### config.mk
export PLATFORM = sky130hd
export DESIGN_NAME = pipe_inport_debounce
export DESIGN_NICKNAME = d
export VERILOG_FILES = /design/src/rtl/pipe_inport_debounce.sv
export SDC_FILE = /design/constraint.sdc
export NUM_CORES = 1
export LEC_CHECK = 0
export ABC_CLOCK_PERIOD_IN_PS = 1500
export CAP_MARGIN = 20
export CELL_PAD_IN_SITES_DETAIL_PLACEMENT = 1
export CELL_PAD_IN_SITES_GLOBAL_PLACEMENT = 2
export CORE_ASPECT_RATIO = 0.75
export CORE_MARGIN = 3
export CORE_UTILIZATION = 30
export CTS_CLUSTER_DIAMETER = 150
export DETAILED_ROUTE_END_ITERATION = 6
export GPL_TIMING_DRIVEN = 0
export HOLD_SLACK_MARGIN = 0.08
export PLACE_DENSITY_LB_ADDON = 0.08
export SYNTH_ARGS = -nofsm -noshare
export SYNTH_HDL_FRONTEND = slang
export SYNTH_SLANG_ARGS = --single-unit
### constraint.sdc
create_clock -name clock -period 1.5 [get_ports clock]
set_clock_uncertainty 0.1 [all_clocks]
set_input_delay 0.3 -clock clock [delete_from_list [all_inputs] [get_ports clock]]
set_output_delay 0.3 -clock clock [all_outputs]
set_load 0.02 [all_outputs]
### src/rtl/pipe_inport_debounce.sv
// Input-port front end: two-flop synchronisers, per-bit debounce counters and a sticky change mask.
// Build option: define INPORT_RISE_ONLY_EN so that only 0->1 debounced transitions set change_mask.
module pipe_inport_debounce #(
  parameter int unsigned W         = 4,
  parameter int unsigned DB_CYCLES = 16
) (
  input  logic             clock,
  input  logic             reset,
  input  logic [W-1:0]     sw0,
  input  logic [W-1:0]     sw1,
  input  logic             clr_changed,
  output logic [W-1:0]     in_port0,
  output logic [W-1:0]     in_port1,
  output logic [2*W-1:0]   change_mask,
  output logic             changed
);

  localparam int unsigned N     = 2 * W;
  localparam int unsigned CNT_W = (DB_CYCLES > 1) ? $clog2(DB_CYCLES) : 1;
  localparam logic [CNT_W-1:0] CNT_MAX = CNT_W'(DB_CYCLES - 1);

  logic [N-1:0]     raw;
  logic [N-1:0]     s1;
  logic [N-1:0]     s2;
  logic [N-1:0]     d;
  logic [N-1:0]     mismatch;
  logic [N-1:0]     flip;
  logic [N-1:0]     mask_set;
  logic [N-1:0]     mask_next;
  logic [CNT_W-1:0] cnt      [N];
  logic [CNT_W-1:0] cnt_next [N];

  // Port 0 occupies the low half of every per-bit vector.
  assign raw      = {sw1, sw0};
  assign mismatch = s2 ^ d;

  // Two-flop synchroniser for the asynchronous switch levels.
  always_ff @(posedge clock) begin
    if (reset) begin
      s1 <= '0;
      s2 <= '0;
    end else begin
      s1 <= raw;
      s2 <= s1;
    end
  end

  // Saturating agreement counters: any cycle of agreement restarts the count.
  always_comb begin
    flip = '0;
    for (int i = 0; i < N; i++) begin
      cnt_next[i] = '0;
      if (mismatch[i]) begin
        if (cnt[i] == CNT_MAX) begin
          flip[i] = 1'b1;
        end else begin
          cnt_next[i] = cnt[i] + CNT_W'(1);
        end
      end
    end
  end

`ifdef INPORT_RISE_ONLY_EN
  assign mask_set = flip & ~d;
`else
  assign mask_set = flip;
`endif

  // A toggle on the clearing edge keeps its flag set.
  assign mask_next = (clr_changed ? '0 : change_mask) | mask_set;

  always_ff @(posedge clock) begin
    if (reset) begin
      d           <= '0;
      change_mask <= '0;
      for (int i = 0; i < N; i++) begin
        cnt[i] <= '0;
      end
    end else begin
      d           <= d ^ flip;
      change_mask <= mask_next;
      for (int i = 0; i < N; i++) begin
        cnt[i] <= cnt_next[i];
      end
    end
  end

  assign in_port0 = d[W-1:0];
  assign in_port1 = d[N-1:W];
  assign changed  = |change_mask;

endmodule

# Word level (Yosys, flattened, before mapping)
# Memory sizes are Yosys's and may differ from the RTL's.
# Index checks and enable logic that the tools add are counted.
[word_totals] register_bits=32 mem_bits_rw=32 input_bits=11 n_memories=1
[memory_table] memory="cnt" words=8 width=4 rd=8 rd_clocked_by_memory_dff=0 write_ports=8 line_no="30" text="logic [CNT_W-1:0] cnt [N];"
[op_classes] addsub=8 n_eq_ne=8 muxes=44 n_bitwise=11 n_reduce_logical=1
[ops] operator="2-to-1 mux 4 bit" n=24
[ops] operator="adder 4 x 1 -> 4 bit (second input constant)" n=8
[ops] operator="== test 4 bit (second input constant)" n=8
[ops] operator="2-to-1 mux 1 bit" n=19
[ops] operator="XOR 8 bit" n=2
[ops] operator="2-to-1 mux 8 bit" n=1
[ops] operator="bitwise OR 1 bit" n=8
[ops] operator="bitwise OR 8 bit" n=1
[ops] operator="OR reduction 8 bit" n=1

# Longest topological paths before layout
# Gate-level depths: netlist of run 1.
[logic_depth] ltp_word=4 depth_mapped=4 mapped_depth_nobuf=4

# Least setup slack after synthesis of run 1
# OpenSTA, ideal clock, no wires.
[synth_timing] kind="register -> register" from="memory cnt[1][12] (netlist name)" to="memory cnt[1][15] (netlist name)" setup_time_ps=64 t_arrival_ps=1098 required_ps=1336 path_slack_ps=238 path_stages_with_launch=5 synth_period_minus_slack_ps=1262 cell_sequence="dfxtp_1 > ha_1 > nand3_1 > or3b_1 > nor2_1"
[synth_lines] item="from (decl)" line_no="30"

# Worst setup path after layout of run 1
[layout_timing] from="register change_mask[6]" to="output changed"
[layout_between] elab_chain_len=1
[layout_lines] item="from (decl)" line_no="14" text="output logic [2*W-1:0] change_mask,"
[layout_lines] item="from (signal assigned)" line_no="81" text="change_mask <= mask_next;"
[layout_lines] item="OR reduction 8 bit" line_no="90" text="assign changed = |change_mask;"
[layout_lines] item="to (decl)" line_no="15" text="output logic changed"
# Every way passes these cells.

==> qor.txt, run 1 <==
Wire length of the first global-routing pass: 7445 µm
Fin crit period: 1.615 ns
Via count of the first global-routing pass: 1528
Cell type with the highest aggregate area in the netlist: sky130_fd_sc_hd__dfxtp_1
Routed wire length: 4580 µm
Total global routing overflow: 0
Unrepaired setup endpoints after global routing: true
Std-Cell Rows: 26
Setup CP Type: reg -> out
Synth warnings: 0
Most common flop cell mapped by yosys: sky130_fd_sc_hd__dfxtp_1
Final setup violation count: 1
Sequential share of the synthesized area: 55.65%
Post-place instance area: 0.002695 mm²
Final cycle utilization of the critical path: 107.7%
Clock edge transition at the registers on the reported setup and hold paths: 0.07 ns
Global router's overall resource usage: 11.72%
Total half-perimeter wirelength after legalization and detailed placement: 3302 µm
Final estimated routing congestion in global placement: 0.6815
Number of antenna violations at the first check in global routing: 0
Antenna violation net count after detailed routing: 0
Core area: 0.007124 mm²
Number of distinct library cells after synthesis: 21
# IOs: 28
Number of storage elements in the synthesis netlist: 64
Required time of the worst setup path: 1.10 ns
Critical-path cell with the highest stage delay: sky130_fd_sc_hd__dfxtp_2
Initial drt markers: 30
Clock Path Buffers: 2
Die Span Y: 81.87 µm
Instance count of the mapped netlist: 224
Average cell area after synthesis: 10.28 µm²
Data arrival at the endpoint of the critical path: 1.22 ns
Max-slew headroom at the worst pin: 65.20%
VDD IR max: 0.3731 mV
Die Width: 107.2 µm
Count of buffers inserted at the top-level ports: 27
Largest cells by area after synthesis: sky130_fd_sc_hd__dfxtp_1, sky130_fd_sc_hd__xor2_1, sky130_fd_sc_hd__nor2_1, sky130_fd_sc_hd__nor2b_1, sky130_fd_sc_hd__ha_1
Area of the die: 0.008772 mm²
DRC violation count after routing: 0
Min-Delay Path Class: reg -> reg
Cell with the most instances after synthesis: sky130_fd_sc_hd__dfxtp_1
Cell area after synthesis: 0.002302 mm²
Max stage delay on crit path: 0.35 ns
Failing checks: negative setup slack
Clk Latency, worst-skew pair: 0.34 ns
Placed cell count: 349
Leakage Power: 1.256 nW
Area growth from synthesis to final layout: 23.37%
Critical-path cell list: nor4_4 > nand2_1 > buf_6
Achievable Freq: 0.6191 GHz
Largest net degree at the start of global routing: 12
Share of flip-flops with an asynchronous set or reset after synthesis: 0%
Inserted Diodes: 0
Filler Cell Count: 816
Worst slack, placed: -0.4480 ns
Quantity of hold-fixing buffers added after cts: 0
Post-synth net total: 243
Max Fanout on Critical Path: 3
Number of CTS-inserted buffers: 9
Actual transition at the worst max-transition pin: 0.5220 ns
Share of the synthesized area in the top cell type: 55.65%
Ratio of total power to cell area: 1101 mW/mm²
Post-layout instance area: 0.002840 mm²
Depth of the CTS H-tree: 3
Number of vias per cell after detailed routing: 4.271
First drt pass iteration count: 4
Count of buffer and inverter cells on the critical path: 1
Nets: 281
Count of vias placed by the detailed router: 1559
Kind of end point of the critical path: primary output
Post-CTS Repair Setup Buffers: 0
Detail-routed net length per standard cell: 12.55 µm
Root buffer cell: sky130_fd_sc_hd__clkbuf_8
Clock tree from TritonCTS: yes
Final number of max-transition violations: 0
Number of flops mapped to enable cells by yosys: 0
Delay-heaviest family, CP: simple AND/OR/NAND/NOR gates
Minimum setup slack in the final design: -0.1152 ns
Max Cap Viol: 0
Fraction of layout instances using a drive strength above 1: 13.48%
Non-filler cells in the finished layout: 365
Kind of start point of the critical path: flip-flop
Initial Util: 32.31%
Outcome: finished with violations
Most numerous cell types in the synthesized netlist: sky130_fd_sc_hd__dfxtp_1, sky130_fd_sc_hd__nor2_1, sky130_fd_sc_hd__xor2_1
CTS Sinks: 64
Hold Vio Cnt, Final: 0
## per-stage QoR
stage | TNS, ns | hold slack [ns] | power (mW) | util, %
3_5_place_dp | -14.58 | 0.3247 | 1.882 | 37.83
5_1_grt | -0.2212 | 0.3575 | 3.284 | 39.87
4_1_cts | -0.1968 | 0.3423 | 3.195 | 40.18
2_1_floorplan | 0 | 0.3138 | 1.829 | -
3_3_place_gp | -14.22 | 0.3195 | 1.881 | 37.83
6_report | -0.1152 | 0.3377 | 3.128 | 39.87
## worst reg2reg max path, delay by kind of cell (launching register included)
family / cells / cell delay [ns]
flip-flops: 1 / 0.33
adder cells (fa/ha/maj): 1 / 0.23
AND/OR/NAND/NOR: 3 / 0.66
## cells by family (layout without fill, tap and decap cells)
family	Yosys count	after routing	share of synthesized area, %
compound gates	9	9	2.283
xor+xnor	24	24	9.130
fa+ha+maj	8	8	4.348
buf+inv	15	58	2.500
flops	64	64	55.65
mux	8	8	3.478
simple gates	96	96	22.61
## power by group
group | switching [mW] | internal, mW
combinational | 0.0490 | 0.0529
sequential | 0.0123 | 1.73
clock | 0.657 | 0.631
## what timing repair did
item / CTS / global route
resized for setup: 32 / 24
pin swaps: 2 / 2
setup endpoints to repair: 34 / 15
## per-layer routing
layer / wire [µm] / up-vias / GRT usage (%)
met5: 0 / - / 0
met1: 2255 / 722 / 13.71
met2: 2029 / 24 / 18.16
met3: 211 / 8 / 5.342
li1: - / 805 / -
met4: 83 / 0 / 6.130
## cell usage in the layout (no fill, tap or decap), drive strengths merged
cell           count
or3b               1
buf                2
and3b              6
a311o              1
nand3b             6
nand3             16
mux2i              8
xor2              20
ha                 8
nor2b             18
clkdlybuf4s50     10
dfxtp             64
nor3               2
nor2              32
clkbuf            25
clkinv             4
dlygate4sd2        1
inv               10
o22ai              2
nand2b            12
a21oi              6
nand2              1
nor4               2
xnor2              4
clkinvlp           2
clkdlybuf4s15      4
## final timing paths
path | endpoint | slack [ns] | startpoint | cells past startpoint
min reg2reg | s2[2]$_SDFF_PP0_ | 0.34 | s1[2]$_SDFF_PP0_ | 1
max | changed | -0.12 | change_mask[6]$_SDFF_PP0_ | 3
max reg2reg | cnt[1][15]$_SDFF_PP0_ | 0.14 | cnt[1][12]$_SDFF_PP0_ | 4
min | s2[2]$_SDFF_PP0_ | 0.34 | s1[2]$_SDFF_PP0_ | 1
## layout make-up
class	instances	area [µm²]	share of cell area (%)
sequential	64	1284	45.20
buffer	5	23.77	0.8370
multi-input combinational	145	984.7	34.67
tap	98	122.6	4.317
clock buffer	10	137.6	4.846
inverter	10	37.54	1.322
clock inverter	6	35.03	1.233
timing repair buffer	27	215.2	7.577
(Power assumes the default switching activity.)
==> run 2: changes to the inputs <==
--- a/config.mk
+++ b/config.mk
@@ -10,7 +10,7 @@
 export CELL_PAD_IN_SITES_DETAIL_PLACEMENT = 1
 export CELL_PAD_IN_SITES_GLOBAL_PLACEMENT = 2
 export CORE_ASPECT_RATIO = 0.75
-export CORE_MARGIN = 3
+export CORE_MARGIN = 1
 export CORE_UTILIZATION = 30
 export CTS_CLUSTER_DIAMETER = 150
 export DETAILED_ROUTE_END_ITERATION = 6
==> run 2 against run 1 <==
Wire length shrank 1.8%; final area up 0.35%; first-iteration DRC count down 77%; setup slack worse by 0.0041 ns; non-clock buffer count stayed put; critical endpoint unchanged; the run still ends with negative setup slack left; combinational power is essentially flat; sequential cell count unchanged; via count is 0.32% lower; sequential power is essentially flat; global-route usage rose by 1.6 points.
==> qor.txt, run 2 (synthesis results as in run 1) <==
Kind of start point of the critical path: flip-flop (unchanged)
Worst R2R Path Depth: 4 (unchanged)
Kind of end point of the critical path: primary output (unchanged)
Final estimated routing congestion in global placement: 0.6555 (was 0.6815)
Wire length of the first global-routing pass: 7679 µm (was 7445 µm)
Clock edge transition at the registers on the reported setup and hold paths: 0.07 ns (about the same)
Count of vias placed by the detailed router: 1554 (was 1559)
Total half-perimeter wirelength after legalization and detailed placement: 3168 µm (was 3302 µm)
Power, Total: 3.122 mW (was 3.128 mW)
Std-Cell Rows: 27 (was 26)
Critical-path cell list: nor4_4 > nand2_1 > buf_2 (was nor4_4 > nand2_1 > buf_6)
Outcome: finished with violations (unchanged)
Clock Path Buffers: 2 (unchanged)
Detail-routed net length per standard cell: 12.26 µm (was 12.55 µm)
Largest net degree at the start of global routing: 11 (was 12)
Antenna violation net count after detailed routing: 0 (unchanged)
Final cycle utilization of the critical path: 108.0% (was 107.7%)
Leakage Power: 1.251 nW (was 1.256 nW)
Nets: 281 (unchanged)
Data arrival at the endpoint of the critical path: 1.22 ns (about the same)
Startpoint of the worst register-to-register path: cnt[1][12]$_SDFF_PP0_ (unchanged)
Min-Delay Path Class: reg -> reg (unchanged)
Root buffer cell: sky130_fd_sc_hd__clkbuf_8 (unchanged)
DRC violation count after routing: 0 (unchanged)
Routed wire length: 4499 µm (was 4580 µm)
VDD IR max: 0.3505 mV (was 0.3731 mV)
Initial Util: 31.12% (was 32.31%)
Beginning of the worst hold path: s1[5]$_SDFF_PP0_ (was s1[2]$_SDFF_PP0_)
Inserted Diodes: 0 (unchanged)
Final setup violation count: 1 (unchanged)
Setup CP Type: reg -> out (unchanged)
Final number of max-transition violations: 0 (unchanged)
Required time of the worst setup path: 1.10 ns (about the same)
Max-slew headroom at the worst pin: 65.93% (was 65.20%)
Via count of the first global-routing pass: 1553 (was 1528)
Count of buffer and inverter cells on the critical path: 1 (unchanged)
Failing checks: negative setup slack (unchanged)
First drt pass iteration count: 4 (unchanged)
Total global routing overflow: 0 (unchanged)
Register-to-register path setup slack: 0.12 ns (was 0.14 ns)
Filler Cell Count: 823 (was 816)
Number of antenna violations at the first check in global routing: 0 (unchanged)
Setup TNS after final layout: -0.1193 ns (was -0.1152 ns)
CTS Sinks: 64 (unchanged)
Delay-heaviest family, CP: simple AND/OR/NAND/NOR gates (unchanged)
Max Fanout on Critical Path: 3 (unchanged)
Achievable Freq: 0.6176 GHz (was 0.6191 GHz)
Clock tree from TritonCTS: yes (unchanged)
Depth of the CTS H-tree: 3 (unchanged)
Area of the die: 0.008032 mm² (was 0.008772 mm²)
Commonest cells after routing, fill and taps aside: sky130_fd_sc_hd__dfxtp_1, sky130_fd_sc_hd__nor2_1, sky130_fd_sc_hd__xor2_1 (unchanged)
Critical register-to-register path endpoint: cnt[1][15]$_SDFF_PP0_ (unchanged)
Minimum setup slack in the final design: -0.1193 ns (was -0.1152 ns)
Area growth from synthesis to final layout: 23.80% (was 23.37%)
Most common library cell in the layout ignoring fill and taps: sky130_fd_sc_hd__dfxtp_1 (unchanged)
Tightest hold margin: 0.3333 ns (was 0.3377 ns)
Final standard cell utilization of the core: 38.53% (was 39.87%)
Ratio of total power to cell area: 1095 mW/mm² (was 1101 mW/mm²)
Die Span Y: 77.87 µm (was 81.87 µm)
Die Width: 103.2 µm (was 107.2 µm)
Hold path depth: 1 (unchanged)
Fraction of layout instances using a drive strength above 1: 9.774% (was 13.48%)
Number of vias per cell after detailed routing: 4.234 (was 4.271)
End point of the worst hold path: s2[5]$_SDFF_PP0_ (was s2[2]$_SDFF_PP0_)
Setup crit start: change_mask[6]$_SDFF_PP0_ (unchanged)
Post-layout instance area: 0.002850 mm² (was 0.002840 mm²)
Max stage delay on crit path: 0.35 ns (about the same)
Critical-path cell with the highest stage delay: sky130_fd_sc_hd__dfxtp_2 (unchanged)
Critical path depth: 3 (unchanged)
Unrepaired setup endpoints after global routing: true (unchanged)
Core area: 0.007398 mm² (was 0.007124 mm²)
Max Cap Viol: 0 (unchanged)
Number of CTS-inserted buffers: 9 (unchanged)
Count of buffers inserted at the top-level ports: 27 (unchanged)
Post-CTS Repair Setup Buffers: 0 (unchanged)
Post-place instance area: 0.002699 mm² (was 0.002695 mm²)
Actual transition at the worst max-transition pin: 0.5111 ns (was 0.5220 ns)
Fin crit period: 1.619 ns (was 1.615 ns)
Clk Latency, worst-skew pair: 0.33 ns (was 0.34 ns)
Initial drt markers: 7 (was 30)
# IOs: 28 (unchanged)
Global router's overall resource usage: 13.29% (was 11.72%)
Hold Vio Cnt, Final: 0 (unchanged)
[run 2: report_power, final]
part / internal [mW] / leakage [nW] / switching, mW
combinational: 0.0530 / 0.647 / 0.0497
clock: 0.685 / 0.0838 / 0.596
sequential: 1.73 / 0.520 / 0.0123
total: 2.46 / 1.25 / 0.658
[run 2: timing repair]
action,CTS,global route
gates resized for setup,26,23
pin swaps,2,1
hold buffers,0,0
endpoints found under the setup margin,45,17
[run 2: final cells by class]
cell class                 count  area, µm²  share of cell area, %
buffer                         5      23.77                 0.8341
tap                          101      126.4                  4.434
multi-input combinational    145      984.7                  34.55
inverter                      10      37.54                  1.317
sequential                    64       1282                  45.00
clock buffer                  15      166.4                  5.838
timing repair buffer          27      229.0                  8.033
[run 2: through the flow]
step	cells	worst slack, ns
after floorplan	224	0.2377
after global placement	352	-0.4482
after detailed placement	352	-0.4836
after CTS	367	-0.2093
after global routing	367	-0.2027
final	367	-0.1193
[run 2: how the worst max path moves through the flow]
stage	to	slack, ns
after global routing	changed	-0.20
after CTS	changed	-0.21
after global placement	flip-flop	-0.45
final	changed	-0.12
after floorplan	cnt[1][15]$_SDFF_PP0_	0.24
after detailed placement	flip-flop	-0.48
[run 2: metal layers]
metal  share of wire (%)  up-vias  global-route usage [%]
met4                0.96        0                   4.225
met5                   0        -                       0
li1                    -      803                       -
met3                 4.6        6                   6.126
met1                  51      719                   16.75
met2                  43       26                   20.00
